==> config.mk <==
export PLATFORM = sky130hd
export DESIGN_NAME = gcd_requester
export DESIGN_NICKNAME = d
export VERILOG_FILES = /design/src/rtl/gcd_pkg.sv /design/src/rtl/gcd_req_fifo.sv /design/src/rtl/gcd_requester.sv
export SDC_FILE = /design/constraint.sdc
export NUM_CORES = 1
export LEC_CHECK = 0
export BUFFER_PORTS_ARGS = -buffer_cell sky130_fd_sc_hd__buf_4
export CORE_AREA = 5 5 94 113
export DETAILED_ROUTE_END_ITERATION = 8
export DIE_AREA = 0 0 99 118
export MAX_ROUTING_LAYER = met4
export PLACE_DENSITY_LB_ADDON = 0.08
export SETUP_SLACK_MARGIN = 0.4
export SLEW_MARGIN = 20
export SYNTH_ARGS = -nofsm -noshare
export SYNTH_HDL_FRONTEND = slang
export SYNTH_SLANG_ARGS = --single-unit
export TNS_END_PERCENT = 10
==> constraint.sdc <==
create_clock -name clk -period 2.7 [get_ports clk]
set_input_delay 0.27 -clock clk [delete_from_list [all_inputs] [get_ports clk]]
set_output_delay 0.27 -clock clk [all_outputs]
set_load 0.02 [all_outputs]
==> src/rtl/gcd_pkg.sv <==
// ============================================================================
//  Module   : gcd_pkg
//  Purpose  : Shared definitions for the GCD requester: FSM state encoding,
//             default operand width and the trivial-operand predicate.
//  Ports    : none (package)
//  Revision : 1.0  initial release
// ============================================================================
`default_nettype none

package gcd_pkg;

    localparam int DEFAULT_W = 8;

    typedef enum logic [1:0] {
        IDLE = 2'd0,
        REQ  = 2'd1,
        REL  = 2'd2
    } state_t;

    // A zero operand makes the subtractive responder spin forever, so such
    // pairs are answered locally (gcd(x,0) = x).
    function automatic logic is_trivial(input logic [31:0] a, input logic [31:0] b);
        return (a == 32'd0) || (b == 32'd0);
    endfunction

endpackage

`default_nettype wire

==> src/rtl/gcd_req_fifo.sv <==
// ============================================================================
//  Module   : gcd_req_fifo
//  Purpose  : Synchronous single-clock FIFO holding operand pairs.
//  Ports    : clk, rst        clock / synchronous active-high reset
//             push, wdata     write strobe and data (ignored when full)
//             pop, rdata      read strobe and head-of-queue data (show-ahead)
//             full, empty     status flags derived from registered pointers
//  Revision : 1.0  initial release
// ============================================================================
`default_nettype none

module gcd_req_fifo #(
    parameter int WIDTH = 16,
    parameter int DEPTH = 4
) (
    input  logic             clk,
    input  logic             rst,
    input  logic             push,
    input  logic [WIDTH-1:0] wdata,
    input  logic             pop,
    output logic [WIDTH-1:0] rdata,
    output logic             full,
    output logic             empty
);

    localparam int AW = $clog2(DEPTH);

    logic [WIDTH-1:0] r_mem [DEPTH];
    // One extra pointer bit distinguishes full from empty when the
    // index bits are equal.
    logic [AW:0]      r_wptr;
    logic [AW:0]      r_rptr;
    logic             w_push_ok;
    logic             w_pop_ok;

    assign w_push_ok = push && !full;
    assign w_pop_ok  = pop  && !empty;

    assign empty = (r_wptr == r_rptr);
    assign full  = (r_wptr[AW] != r_rptr[AW]) && (r_wptr[AW-1:0] == r_rptr[AW-1:0]);
    assign rdata = r_mem[r_rptr[AW-1:0]];

    always_ff @(posedge clk) begin
        if (rst) begin
            r_wptr <= '0;
            r_rptr <= '0;
        end else begin
            if (w_push_ok) begin
                r_wptr <= r_wptr + 1'b1;
            end
            if (w_pop_ok) begin
                r_rptr <= r_rptr + 1'b1;
            end
        end
    end

    // Storage needs no reset: entries are only read after being written.
    always_ff @(posedge clk) begin
        if (w_push_ok) begin
            r_mem[r_wptr[AW-1:0]] <= wdata;
        end
    end

endmodule

`default_nettype wire

==> src/rtl/gcd_requester.sv <==
// ============================================================================
//  Module   : gcd_requester
//  Purpose  : Initiator side of a four-phase start/ack GCD handshake. Queues
//             operand pairs, drives one GCD responder, and presents each
//             result downstream through a single-entry valid/ready register.
//  Ports    : clk, rst                      clock / sync active-high reset
//             in_valid, in_ready, in_a, in_b  upstream operand pairs
//             start, a, b, y, ack             responder handshake
//             res_valid, res_ready,           downstream result
//             res_data, res_err
//             busy                            queue non-empty or FSM active
//  Revision : 1.0  initial release
// ============================================================================
`default_nettype none

module gcd_requester
    import gcd_pkg::*;
#(
    parameter int W       = DEFAULT_W,
    parameter int DEPTH   = 4,
    parameter int TIMEOUT = 255
) (
    input  logic         clk,
    input  logic         rst,
    input  logic         in_valid,
    output logic         in_ready,
    input  logic [W-1:0] in_a,
    input  logic [W-1:0] in_b,
    output logic         start,
    output logic [W-1:0] a,
    output logic [W-1:0] b,
    input  logic [W-1:0] y,
    input  logic         ack,
    output logic         res_valid,
    input  logic         res_ready,
    output logic [W-1:0] res_data,
    output logic         res_err,
    output logic         busy
);

    localparam int            TW          = $clog2(TIMEOUT + 1);
    localparam logic [TW-1:0] C_TIMER_MAX = TW'(TIMEOUT);

    // ------------------------------------------------------------------
    // Operand queue
    // ------------------------------------------------------------------
    logic           w_fifo_full;
    logic           w_fifo_empty;
    logic           w_pop;
    logic [2*W-1:0] w_head;
    logic [W-1:0]   w_head_a;
    logic [W-1:0]   w_head_b;
    logic           w_head_trivial;

    gcd_req_fifo #(
        .WIDTH (2 * W),
        .DEPTH (DEPTH)
    ) u_fifo (
        .clk   (clk),
        .rst   (rst),
        .push  (in_valid && in_ready),
        .wdata ({in_a, in_b}),
        .pop   (w_pop),
        .rdata (w_head),
        .full  (w_fifo_full),
        .empty (w_fifo_empty)
    );

    assign w_head_a       = w_head[2*W-1:W];
    assign w_head_b       = w_head[W-1:0];
    assign w_head_trivial = is_trivial(32'(w_head_a), 32'(w_head_b));

    // ------------------------------------------------------------------
    // FSM, timer and output register
    // ------------------------------------------------------------------
    state_t        r_state;
    state_t        w_state_next;
    logic          r_start,     w_start;
    logic [W-1:0]  r_a,         w_a;
    logic [W-1:0]  r_b,         w_b;
    logic          r_res_valid, w_res_valid;
    logic [W-1:0]  r_res_data,  w_res_data;
    logic          r_res_err,   w_res_err;
    // Set when the responder never released ack; reported on the next result.
    logic          r_err_pend,  w_err_pend;
    logic [TW-1:0] r_timer,     w_timer;

    always_ff @(posedge clk) begin
        if (rst) begin
            r_state     <= IDLE;
            r_start     <= 1'b0;
            r_a         <= '0;
            r_b         <= '0;
            r_res_valid <= 1'b0;
            r_res_data  <= '0;
            r_res_err   <= 1'b0;
            r_err_pend  <= 1'b0;
            r_timer     <= '0;
        end else begin
            r_state     <= w_state_next;
            r_start     <= w_start;
            r_a         <= w_a;
            r_b         <= w_b;
            r_res_valid <= w_res_valid;
            r_res_data  <= w_res_data;
            r_res_err   <= w_res_err;
            r_err_pend  <= w_err_pend;
            r_timer     <= w_timer;
        end
    end

    always_comb begin
        w_state_next = r_state;
        w_start      = r_start;
        w_a          = r_a;
        w_b          = r_b;
        w_res_valid  = r_res_valid;
        w_res_data   = r_res_data;
        w_res_err    = r_res_err;
        w_err_pend   = r_err_pend;
        w_timer      = r_timer;
        w_pop        = 1'b0;

        if (r_res_valid && res_ready) begin
            w_res_valid = 1'b0;
        end

        case (r_state)
            IDLE: begin
                // The output register is single-entry: a held result stalls
                // the FSM while the queue keeps accepting pairs.
                if (!w_fifo_empty && !r_res_valid) begin
                    if (w_head_trivial) begin
                        w_pop       = 1'b1;
                        w_res_valid = 1'b1;
                        w_res_data  = w_head_a | w_head_b;
                        w_res_err   = r_err_pend;
                        w_err_pend  = 1'b0;
                    end else if (!ack) begin
                        // A stale ack must fall before a new request starts.
                        w_pop        = 1'b1;
                        w_a          = w_head_a;
                        w_b          = w_head_b;
                        w_start      = 1'b1;
                        w_timer      = '0;
                        w_state_next = REQ;
                    end
                end
            end

            REQ: begin
                if (ack) begin
                    w_res_valid  = 1'b1;
                    w_res_data   = y;
                    w_res_err    = r_err_pend;
                    w_err_pend   = 1'b0;
                    w_start      = 1'b0;
                    w_timer      = '0;
                    w_state_next = REL;
                end else if (r_timer == C_TIMER_MAX) begin
                    w_res_valid  = 1'b1;
                    w_res_data   = '0;
                    w_res_err    = 1'b1;
                    w_err_pend   = 1'b0;
                    w_start      = 1'b0;
                    w_timer      = '0;
                    w_state_next = REL;
                end else begin
                    w_timer = r_timer + 1'b1;
                end
            end

            REL: begin
                if (!ack) begin
                    w_state_next = IDLE;
                end else if (r_timer == C_TIMER_MAX) begin
                    w_err_pend   = 1'b1;
                    w_state_next = IDLE;
                end else begin
                    w_timer = r_timer + 1'b1;
                end
            end

            default: begin
                w_start      = 1'b0;
                w_state_next = IDLE;
            end
        endcase
    end

    assign in_ready  = !w_fifo_full;
    assign start     = r_start;
    assign a         = r_a;
    assign b         = r_b;
    assign res_valid = r_res_valid;
    assign res_data  = r_res_data;
    assign res_err   = r_res_err;
    assign busy      = !w_fifo_empty || (r_state != IDLE);

endmodule

`default_nettype wire

==> impl_metrics.json <==
{
  "cts_inserted_buffers": 9,
  "rsz0062_at_grt": "true",
  "crit_type": "flop to flop",
  "cp_cell_sequence": "buf_4 -> mux4_2 -> nor4_2 -> nand2_2 -> buf_4 -> nand4b_1 -> buf_6 -> mux2i_2 -> nor2_1",
  "start_util": 0.5034,
  "area_delta_synth_final_pct": 22.49,
  "syn_area_per_cell_um2": 13.35,
  "tightest_slew_ns": 0.6648,
  "cts.sinks": 110,
  "clkLatencyLatePin_ns": 0.35,
  "slew_headroom": 0.5556,
  "cap_violations": 0,
  "cpMostUsedCell": "buf_4",
  "grt_pass1_vias": 3184,
  "hold_class": "input pin to flop",
  "wl_per_cell_um": 17.83,
  "ys_seq_area_frac": 0.5996,
  "root_buffer": "clkbuf_16",
  "ant_nets": 0,
  "crit_buf_inv": 3,
  "synth_cell_types": 51,
  "finClkSkew_ns": 0.008445,
  "via_per_inst": 5.562,
  "hold_path_depth": 1,
  "cp_max_fo": 7,
  "nets": 479,
  "grt_use_total": 0.1819,
  "synthTopCellsByArea": "edfxtp_1 41%, dfxtp_1 19%, mux4_1 4.4%",
  "path_delay_family": "multiplexers",
  "ir_drop_v": 0.0004315,
  "tns_ns": 0,
  "p_leak_nw": 2.238,
  "cp_slowest_cell": "mux4_2",
  "cts_tree": "yes",
  "layout-drive-gt1-share": 0.3034,
  "fin_cells": 568,
  "yosys.cell_count.top_type": "edfxtp_1",
  "ys_warn_count": 0,
  "port_buffers": 57,
  "status": "finished clean",
  "die_area_um2": 11680,
  "rr_worst_depth": 9,
  "layout_min_cycle_time_ns": 2.488,
  "dr.max_layer_used": "met4",
  "required_ns": 2.92,
  "hpwl_um": 7121,
  "drt_iter0_drc": 148,
  "synth_area_leader_cell": "edfxtp_1",
  "antennaDiodeCount": 0,
  "cp.arrival_ns": 2.71,
  "ys_seq_elements": 110,
  "place_congestion": 0.8695,
  "grt_max_degree": 40,
  "drt-total-wl_um": 10130,
  "drt_pass1_iterations": 4,
  "cpPeakStageDelay_ns": 0.55,
  "dr_total_vias": 3159,
  "synth_top_area_frac": 0.4054,
  "postSynthCellCount": 355,
  "num_io_pins": 58,
  "grt-ovfl-total": 0,
  "htree_num_levels": 3,
  "die_h_um": 118,
  "drc": 0,
  "power_density_nw_per_um2": 829.7,
  "clk_pin_slew_ns": 0.08,
  "setup_viol": 0,
  "grt_pass1_wl_um": 16360,
  "clock.fmax_mhz": 401.9,
  "cp-start-kind": "flop",
  "hold_viol": 0,
  "clk_path_buf_depth": 2,
  "end_kind": "flop",
  "place_inst": 549,
  "ctsHoldBuffers": 0,
  "core_um2": 9418,
  "synth_area_um2": 4741,
  "ys_top_cells_by_count": "64 x edfxtp_1, 51 x nor2_1, 46 x dfxtp_1",
  "wl_met2_um": 5131,
  "synth_edf_count": 64,
  "cp.depth": 9,
  "ys.flop_type": "edfxtp_1",
  "fp-row-count": 39,
  "period_share": 0.9216,
  "met3_length_um": 452,
  "slew_violations": 0,
  "antenna_found_initial": 0,
  "die_w_um": 99,
  "wl_met1_um": 4382,
  "syn_nets": 394,
  "async_flop_share": 0
}
==> state kept, by name (all words and copies together) (netlist names), 2 cells and up, named ones only <==
name,cells
u_fifo.r_mem,64
res_data,8
u_fifo.r_rptr,3
r_timer,8
b,8
a,8
u_fifo.r_wptr,3
r_state,2
==> final timing paths <==
path / from / endpoint / slack (ns)
worst max-delay path: flop / a[5]$_SDFFE_PP0P_ / 0.21
worst min-delay path: in_b[5] / u_fifo.r_mem[0][5]$_DFFE_PP_ / 0.12
worst max register to register: flop / a[5]$_SDFFE_PP0P_ / 0.21
worst min register to register: res_data[1]$_SDFFE_PP0P_ / res_data[1]$_SDFFE_PP0P_ / 0.47
==> layout by cell type (no fill, tap or decap), types with 3 or more instances in the layout <==
cell and count:
o21ai_0 3, clkbuf_16 9, nand3_1 16, nor4_4 3, xnor2_1 6, mux4_2 9
inv_1 9, a2111o_1 3, mux2i_1 16, o311ai_0 4, o31ai_1 3, nand2_1 7
inv_6 4, ha_1 10, nand4_1 3, and3_1 6, a31oi_1 3, a21oi_1 24
nor2_1 51, buf_4 83, dfxtp_1 45, mux4_1 7, buf_6 3, edfxtp_1 64
a21o_1 9
==> worst register-to-register path, delay by kind of cell (launching register included) <==
family	cells	cell delay (ns)
buffers and inverters	3	0.51
multiplexers	2	0.78
flip-flops	1	0.43
AND/OR/NAND/NOR	4	0.65
==> cells by family after synthesis <==
kind of cell / count (synthesis) / share of synthesized area
AND/OR/NAND/NOR: 106 / 0.1119
flip-flops: 110 / 0.5996
adder cells (fa/ha/maj): 10 / 0.02639
buffers and inverters: 24 / 0.03220
XOR/XNOR: 6 / 0.01108
multiplexers: 34 / 0.1203
AO/OA/AOI/OAI: 65 / 0.09844
==> routing by layer <==
layer  vias to the layer above  track usage
met4                         0      0.05636
met1                      1550       0.2303
met3                        14      0.03557
met5                         -            -
li1                       1519            -
met2                        76       0.2950
==> metrics by stage <==
| step | cell area [um^2] | hold WS, ns | util | setup WS, ns | total power [mW] |
|---|---|---|---|---|---|
| after detailed placement | 5431 | 0.4608 | 0.5767 | 0.03134 | 3.475 |
| after floorplan | 4742 | 0.3689 | - | 0.2199 | 2.949 |
| final | 5807 | 0.1188 | 0.6166 | 0.2118 | 4.818 |
| after CTS | 5791 | 0.1117 | 0.6149 | 0.2074 | 4.843 |
| after global placement | 5431 | 0.4571 | 0.5767 | 0.04093 | 3.457 |
| after global routing | 5807 | 0.1053 | 0.6166 | 0.09099 | 5.073 |
==> report_power, final <==
part           leakage (nW)  total, mW  internal, mW  switching, mW
sequential            0.962       2.03          1.92          0.104
combinational          1.14       1.49         0.714          0.778
clock                 0.141       1.30         0.654          0.645
==> final cells by class <==
type / count / area [um^2]
multi-input cells: 221 / 1787
well taps: 123 / 153.9
fillers: 764 / 3611
clock buffers: 9 / 225.2
inverters: 10 / 37.54
flip-flops and latches: 110 / 2846
repair buffers: 88 / 691.9
clock inverters: 7 / 65.06
==> timing repair <==
| item | CTS | global route |
|---|---|---|
| endpoints found under the setup margin | 43 | 41 |
| gates cloned | 0 | 0 |
| hold endpoints to repair | 0 | 0 |
| pin swaps | 2 | 0 |
| gates resized for setup | 11 | 3 |
| setup buffers | 3 | 0 |
(Power assumes the default switching activity.)
